==> config.mk <==
export PLATFORM = sky130hd
export DESIGN_NAME = arbitro_paridade_flat
export DESIGN_NICKNAME = d
export VERILOG_FILES = /design/src/rtl/paridade_pkg.sv /design/src/rtl/arbitro_paridade_if.sv /design/src/rtl/calc_paridade.sv /design/src/rtl/arbitro_paridade.sv /design/src/flat_wrapper.sv
export SDC_FILE = /design/constraint.sdc
export NUM_CORES = 1
export LEC_CHECK = 0
export ABC_AREA = 1
export BUFFER_PORTS_ARGS = -buffer_cell sky130_fd_sc_hd__buf_2
export CAP_MARGIN = 40
export CORE_MARGIN = 4
export CORE_UTILIZATION = 50
export DETAILED_ROUTE_END_ITERATION = 8
export GPL_TIMING_DRIVEN = 0
export PLACE_DENSITY = 0.78
export SLEW_MARGIN = 30
export SYNTH_ARGS = -nofsm -noshare
export SYNTH_HDL_FRONTEND = slang
export SYNTH_SLANG_ARGS = --single-unit
==> constraint.sdc <==
create_clock -name clk -period 4.45 [get_ports clk]
set_input_delay 0.89 -clock clk [delete_from_list [all_inputs] [get_ports clk]]
set_output_delay 0.89 -clock clk [all_outputs]
set_load 0.005 [all_outputs]
==> src/rtl/paridade_pkg.sv <==
// Shared defaults, index/state types and the parity reset constant for arbitro_paridade.
// ARBITRO_PARIDADE_IMPAR_EN selects odd parity, which also changes the parity reset value.
package paridade_pkg;

   localparam int N_REQ_DEF = 4;
   localparam int W_DEF     = 4;

   typedef logic [$clog2(N_REQ_DEF)-1:0] grant_idx_t;

   typedef enum logic {
      VAZIO = 1'b0,
      CHEIO = 1'b1
   } estado_t;

`ifdef ARBITRO_PARIDADE_IMPAR_EN
   localparam logic PARIDADE_RESET = 1'b1;
`else
   localparam logic PARIDADE_RESET = 1'b0;
`endif

endpackage

==> src/rtl/arbitro_paridade_if.sv <==
// Request and output-slot handshake bundle shared by the arbiter and its producers/consumer.
interface arbitro_paridade_if
   import paridade_pkg::*;
#(
   parameter int N_REQ = N_REQ_DEF,
   parameter int W     = W_DEF
);

   logic [N_REQ-1:0]         req_valid;
   logic [N_REQ*W-1:0]       req_data;
   logic [N_REQ-1:0]         req_ready;
   logic                     out_valid;
   logic                     out_ready;
   logic [W-1:0]             out_data;
   logic [$clog2(N_REQ)-1:0] out_grant;
   logic                     out_paridade;

   modport master (
      output req_valid, req_data, out_ready,
      input  req_ready, out_valid, out_data, out_grant, out_paridade
   );

   modport slave (
      input  req_valid, req_data, out_ready,
      output req_ready, out_valid, out_data, out_grant, out_paridade
   );

endinterface

==> src/rtl/calc_paridade.sv <==
// Combinational W-bit XOR reduction; ARBITRO_PARIDADE_IMPAR_EN inverts it for odd parity.
module calc_paridade #(
   parameter int W = 4
) (
   input  logic [W-1:0] dado_i,
   output logic         paridade_o
);

`ifdef ARBITRO_PARIDADE_IMPAR_EN
   assign paridade_o = ~(^dado_i);
`else
   assign paridade_o = ^dado_i;
`endif

endmodule

==> src/rtl/arbitro_paridade.sv <==
// Round-robin arbiter feeding one shared parity datapath into a single registered output slot.
// Parity sense is selected by ARBITRO_PARIDADE_IMPAR_EN (default: even parity).
module arbitro_paridade
   import paridade_pkg::*;
#(
   parameter int N_REQ = N_REQ_DEF,
   parameter int W     = W_DEF
) (
   input logic               clk,
   input logic               reset,
   arbitro_paridade_if.slave bus
);

   localparam int              GW     = $clog2(N_REQ);
   localparam logic [GW-1:0]   ULTIMO = GW'(N_REQ - 1);

   estado_t       estado_q, estado_d;
   logic [W-1:0]  dado_q, dado_d;
   logic [GW-1:0] grant_q, grant_d;
   logic          par_q, par_d;
   logic [GW-1:0] ptr_q, ptr_d;

   logic [GW-1:0]    win_s;
   logic             found_s;
   logic             free_s;
   logic             pega_s;
   logic [N_REQ-1:0] req_ready_s;
   logic [W-1:0]     dado_win_s;
   logic             par_win_s;
   int               soma_s;
   int               cand_s;

   // Scan from ptr downwards in priority so the candidate closest to ptr is written last and wins.
   always_comb begin
      win_s   = '0;
      found_s = 1'b0;
      soma_s  = 0;
      cand_s  = 0;
      for (int k = N_REQ - 1; k >= 0; k--) begin
         soma_s  = int'(ptr_q) + k;
         cand_s  = (soma_s >= N_REQ) ? (soma_s - N_REQ) : soma_s;
         win_s   = bus.req_valid[cand_s] ? GW'(cand_s) : win_s;
         found_s = found_s | bus.req_valid[cand_s];
      end
   end

   assign free_s     = (estado_q == VAZIO) | bus.out_ready;
   assign pega_s     = found_s & free_s & ~reset;
   assign dado_win_s = bus.req_data[win_s*W +: W];

   // One-hot ready for the current winner, gated by slot availability and reset.
   always_comb begin
      req_ready_s        = '0;
      req_ready_s[win_s] = pega_s;
   end

   calc_paridade #(.W(W)) u_calc_paridade (
      .dado_i     (dado_win_s),
      .paridade_o (par_win_s)
   );

   // Slot occupancy, slot contents and pointer next-state.
   always_comb begin
      estado_d = estado_q;
      dado_d   = dado_q;
      grant_d  = grant_q;
      par_d    = par_q;
      ptr_d    = ptr_q;
      case (estado_q)
         VAZIO: begin
            if (pega_s) estado_d = CHEIO;
            else        estado_d = VAZIO;
         end
         CHEIO: begin
            if (bus.out_ready && !pega_s) estado_d = VAZIO;
            else                          estado_d = CHEIO;
         end
         default: estado_d = VAZIO;
      endcase
      if (pega_s) begin
         dado_d  = dado_win_s;
         grant_d = win_s;
         par_d   = par_win_s;
         ptr_d   = (win_s == ULTIMO) ? {GW{1'b0}} : (win_s + GW'(1));
      end else begin
         ptr_d   = ptr_q;
      end
   end

   // State register with synchronous reset.
   always_ff @(posedge clk) begin
      if (reset) begin
         estado_q <= VAZIO;
         dado_q   <= '0;
         grant_q  <= '0;
         par_q    <= PARIDADE_RESET;
         ptr_q    <= '0;
      end else begin
         estado_q <= estado_d;
         dado_q   <= dado_d;
         grant_q  <= grant_d;
         par_q    <= par_d;
         ptr_q    <= ptr_d;
      end
   end

   assign bus.req_ready    = req_ready_s;
   assign bus.out_valid    = (estado_q == CHEIO);
   assign bus.out_data     = dado_q;
   assign bus.out_grant    = grant_q;
   assign bus.out_paridade = par_q;

endmodule

==> src/flat_wrapper.sv <==
// flat-port wrapper written by rule: the top's interface ports become plain ports
module arbitro_paridade_flat import paridade_pkg::*;
#(
   parameter int N_REQ = N_REQ_DEF,
   parameter int W     = W_DEF
)
  (clk, reset, bus_req_valid, bus_req_data, bus_out_ready, bus_req_ready, bus_out_valid, bus_out_data, bus_out_grant, bus_out_paridade);
  arbitro_paridade_if #(.N_REQ(N_REQ), .W(W)) bus_i ();
  input logic clk;
  input logic reset;
  input wire logic [$bits(bus_i.req_valid)-1:0] bus_req_valid;
  input wire logic [$bits(bus_i.req_data)-1:0] bus_req_data;
  input wire logic [$bits(bus_i.out_ready)-1:0] bus_out_ready;
  output wire logic [$bits(bus_i.req_ready)-1:0] bus_req_ready;
  output wire logic [$bits(bus_i.out_valid)-1:0] bus_out_valid;
  output wire logic [$bits(bus_i.out_data)-1:0] bus_out_data;
  output wire logic [$bits(bus_i.out_grant)-1:0] bus_out_grant;
  output wire logic [$bits(bus_i.out_paridade)-1:0] bus_out_paridade;
  assign bus_i.req_valid = bus_req_valid;
  assign bus_i.req_data = bus_req_data;
  assign bus_i.out_ready = bus_out_ready;
  assign bus_req_ready = bus_i.req_ready;
  assign bus_out_valid = bus_i.out_valid;
  assign bus_out_data = bus_i.out_data;
  assign bus_out_grant = bus_i.out_grant;
  assign bus_out_paridade = bus_i.out_paridade;
  arbitro_paridade #(.N_REQ(N_REQ), .W(W)) u_core (.clk(clk), .reset(reset), .bus(bus_i));
endmodule
==> impl_metrics.json <==
{
  "outcome": "finished, final reports clean",
  "place_ws_ns": 1.122,
  "setup_violations": 0,
  "clk_latency_ns": 0.26,
  "worstSetupPathType": "in -> out",
  "reg2reg_depth": 12,
  "maxCapViolCount": 0,
  "area_growth_pct": 21.21,
  "fin_crit_sh_pct": 75.24,
  "hold_buffers": 0,
  "vias": 1183,
  "drc": 0,
  "p_per_area_mw_per_mm2": 886.5,
  "cts_tree": "built",
  "viasPerCell": 4.868,
  "ant_nets": 0,
  "syn_area_per_cell_sq_um": 6.433,
  "grt_usage_pct": 17.45,
  "cts_made_buffers": 3,
  "r2r-start": "u_core.ptr_q[0]$_SDFFE_PP0P_",
  "fill_cells": 208,
  "grt_max_degree": 12,
  "hp-class": "reg -> reg",
  "coreArea_sq_mm": 0.002191,
  "cts_resized": 0,
  "drive_gt1_share_pct": 33.95,
  "cts_root_buf": "clkbuf_4",
  "fin_crit_ns": 3.348,
  "synth_top_area_cell": "dfxtp_1",
  "final_util_pct": 62.99,
  "finalMaxSlewViolations": 0,
  "synth_warnings": 0,
  "cp.arrival_ns": 2.46,
  "grt_overflow": 0,
  "fp.dieArea_sq_mm": 0.003105,
  "yosysSeqAreaShare_pct": 17.58,
  "synthDistinctLibCells": 25,
  "synth_area_sq_mm": 0.001139,
  "routedWlPerCell_um": 10.13,
  "dr.pass1.iters": 4,
  "relSlewSlack_pct": 75.01,
  "synthCells": 177,
  "worst_slack_ns": 1.102,
  "worstMarginPinSlew_ns": 0.3726,
  "setup.worst_path.start_class": "input pin",
  "max_freq_ghz": 0.2987,
  "finClkSkew_ns": 0.002324,
  "diodes": 0,
  "final_cell_mix": "nand2_1 (48), buf_2 (34), nand3_1 (33)",
  "dpl.cell_count": 239,
  "synth_top_area_share_pct": 17.58,
  "drtIter0Drc": 22,
  "ir_drop_mv": 0.4660,
  "holdPathStages": 2,
  "io_pins": 35,
  "ys_top_cells_by_area": "dfxtp_1 (18%), nand2_1 (16%), nand3_1 (15%)",
  "cts_sinks": 10,
  "gp_congestion": 0.8652,
  "core.rowCount": 17,
  "final-hold-violation-count": 0,
  "path_max_fanout": 10,
  "rsz0062_at_grt": "no",
  "holdWs_ns": 0.4640,
  "end_kind": "output port",
  "p_total_mw": 1.223,
  "antenna_found_initial": 0,
  "path_clk_slew_ns": 0.06,
  "critPathLaunch": "bus_req_valid[1]",
  "grt_pass1_wl_mm": 4.623,
  "layout_commonest_cell": "nand2_1",
  "setup-tns-final_ns": 0,
  "grt_pass1_vias": 1163,
  "drt-total-wl_mm": 2.461,
  "synth_nets": 204,
  "hp-start": "u_core.bus.out_grant[0]$_SDFFE_PP0P_",
  "placed_cell_area_sq_mm": 0.001344,
  "nNetsFinal": 243,
  "numPortBuffers": 34,
  "cts_setup_buffers": 0,
  "p_leak_nw": 0.7852,
  "h-tree-depth": 1,
  "dp_hpwl_mm": 2.028,
  "die_y_um": 55.72,
  "die_x_um": 55.72,
  "final_cells": 243,
  "clockBufferDepth": 2,
  "cp.required_ns": 3.56,
  "final_cell_area_sq_mm": 0.001380,
  "start_util_pct": 51.97,
  "ys_ff_latch": 10
}
-- logic make-up after synthesis --
group	share of synthesized area, %
buf+inv	15.49
simple gates	54.62
xor+xnor	0.7694
compound gates	7.142
flops	17.58
fa+ha+maj	4.396
-- Yosys cell counts (all sizes together) --
master   n
a211oi   1
a21oi    5
buf      5
clkinv   1
dfxtp   10
ha       4
inv     28
nand2   65
nand3   40
nand3b   2
nor2     5
nor3     1
o21ai    9
xnor2    1
-- worst max-delay path, stage by stage --
cell and delay (ns):
buf_2 0.09, inv_1 0.10, nand2_1 0.08, nand3_1 0.10
nand2_1 0.07, inv_2 0.11, nand3_1 0.08, a211oi_1 0.32
nor3_2 0.13, inv_2 0.16, buf_6 0.15, nor2_1 0.04
buf_2 0.12
-- sequential cells by signal, summed over array words and instances (netlist names) --
name / count
u_core.bus.out_paridade: 1
u_core.ptr_q: 2
u_core.bus.out_data: 4
u_core.bus.out_grant: 2
u_core.bus.out_valid: 1
-- per-layer routing --
| layer | GRT usage (%) | vias up | wire length [um] |
|---|---|---|---|
| li1 | - | 639 | - |
| met1 | 19.92 | 520 | 1047 |
| met2 | 34.29 | 22 | 1304 |
| met3 | 2.088 | 2 | 94 |
| met4 | 3.125 | 0 | 13 |
| met5 | 0 | - | 0 |
-- final timing paths --
path / endpoint / slack, ns
setup / recovery: bus_req_ready[0] / 1.10
hold / removal: u_core.bus.out_grant[0]$_SDFFE_PP0P_ / 0.46
setup reg to reg: u_core.bus.out_grant[1]$_SDFFE_PP0P_ / 2.49
hold reg to reg: u_core.bus.out_grant[0]$_SDFFE_PP0P_ / 0.46
-- area by class of cell --
type	count	area (sq um)	area share (%)
Multi-Input combinational cell	133	762.0	55.21
Buffer	5	65.06	4.714
Clock buffer	4	36.28	2.629
Timing Repair Buffer	34	170.2	12.33
Inverter	29	111.4	8.069
Tap cell	28	35.03	2.539
Sequential cell	10	200.2	14.51
-- power by group --
group	internal (mW)	total (mW)	switching, mW
Combinational	0.387	0.993	0.606
Clock	0.0497	0.0810	0.0313
Sequential	0.127	0.150	0.0226
Total	0.564	1.22	0.660
Note: power is estimated with default switching activity, not from simulation.
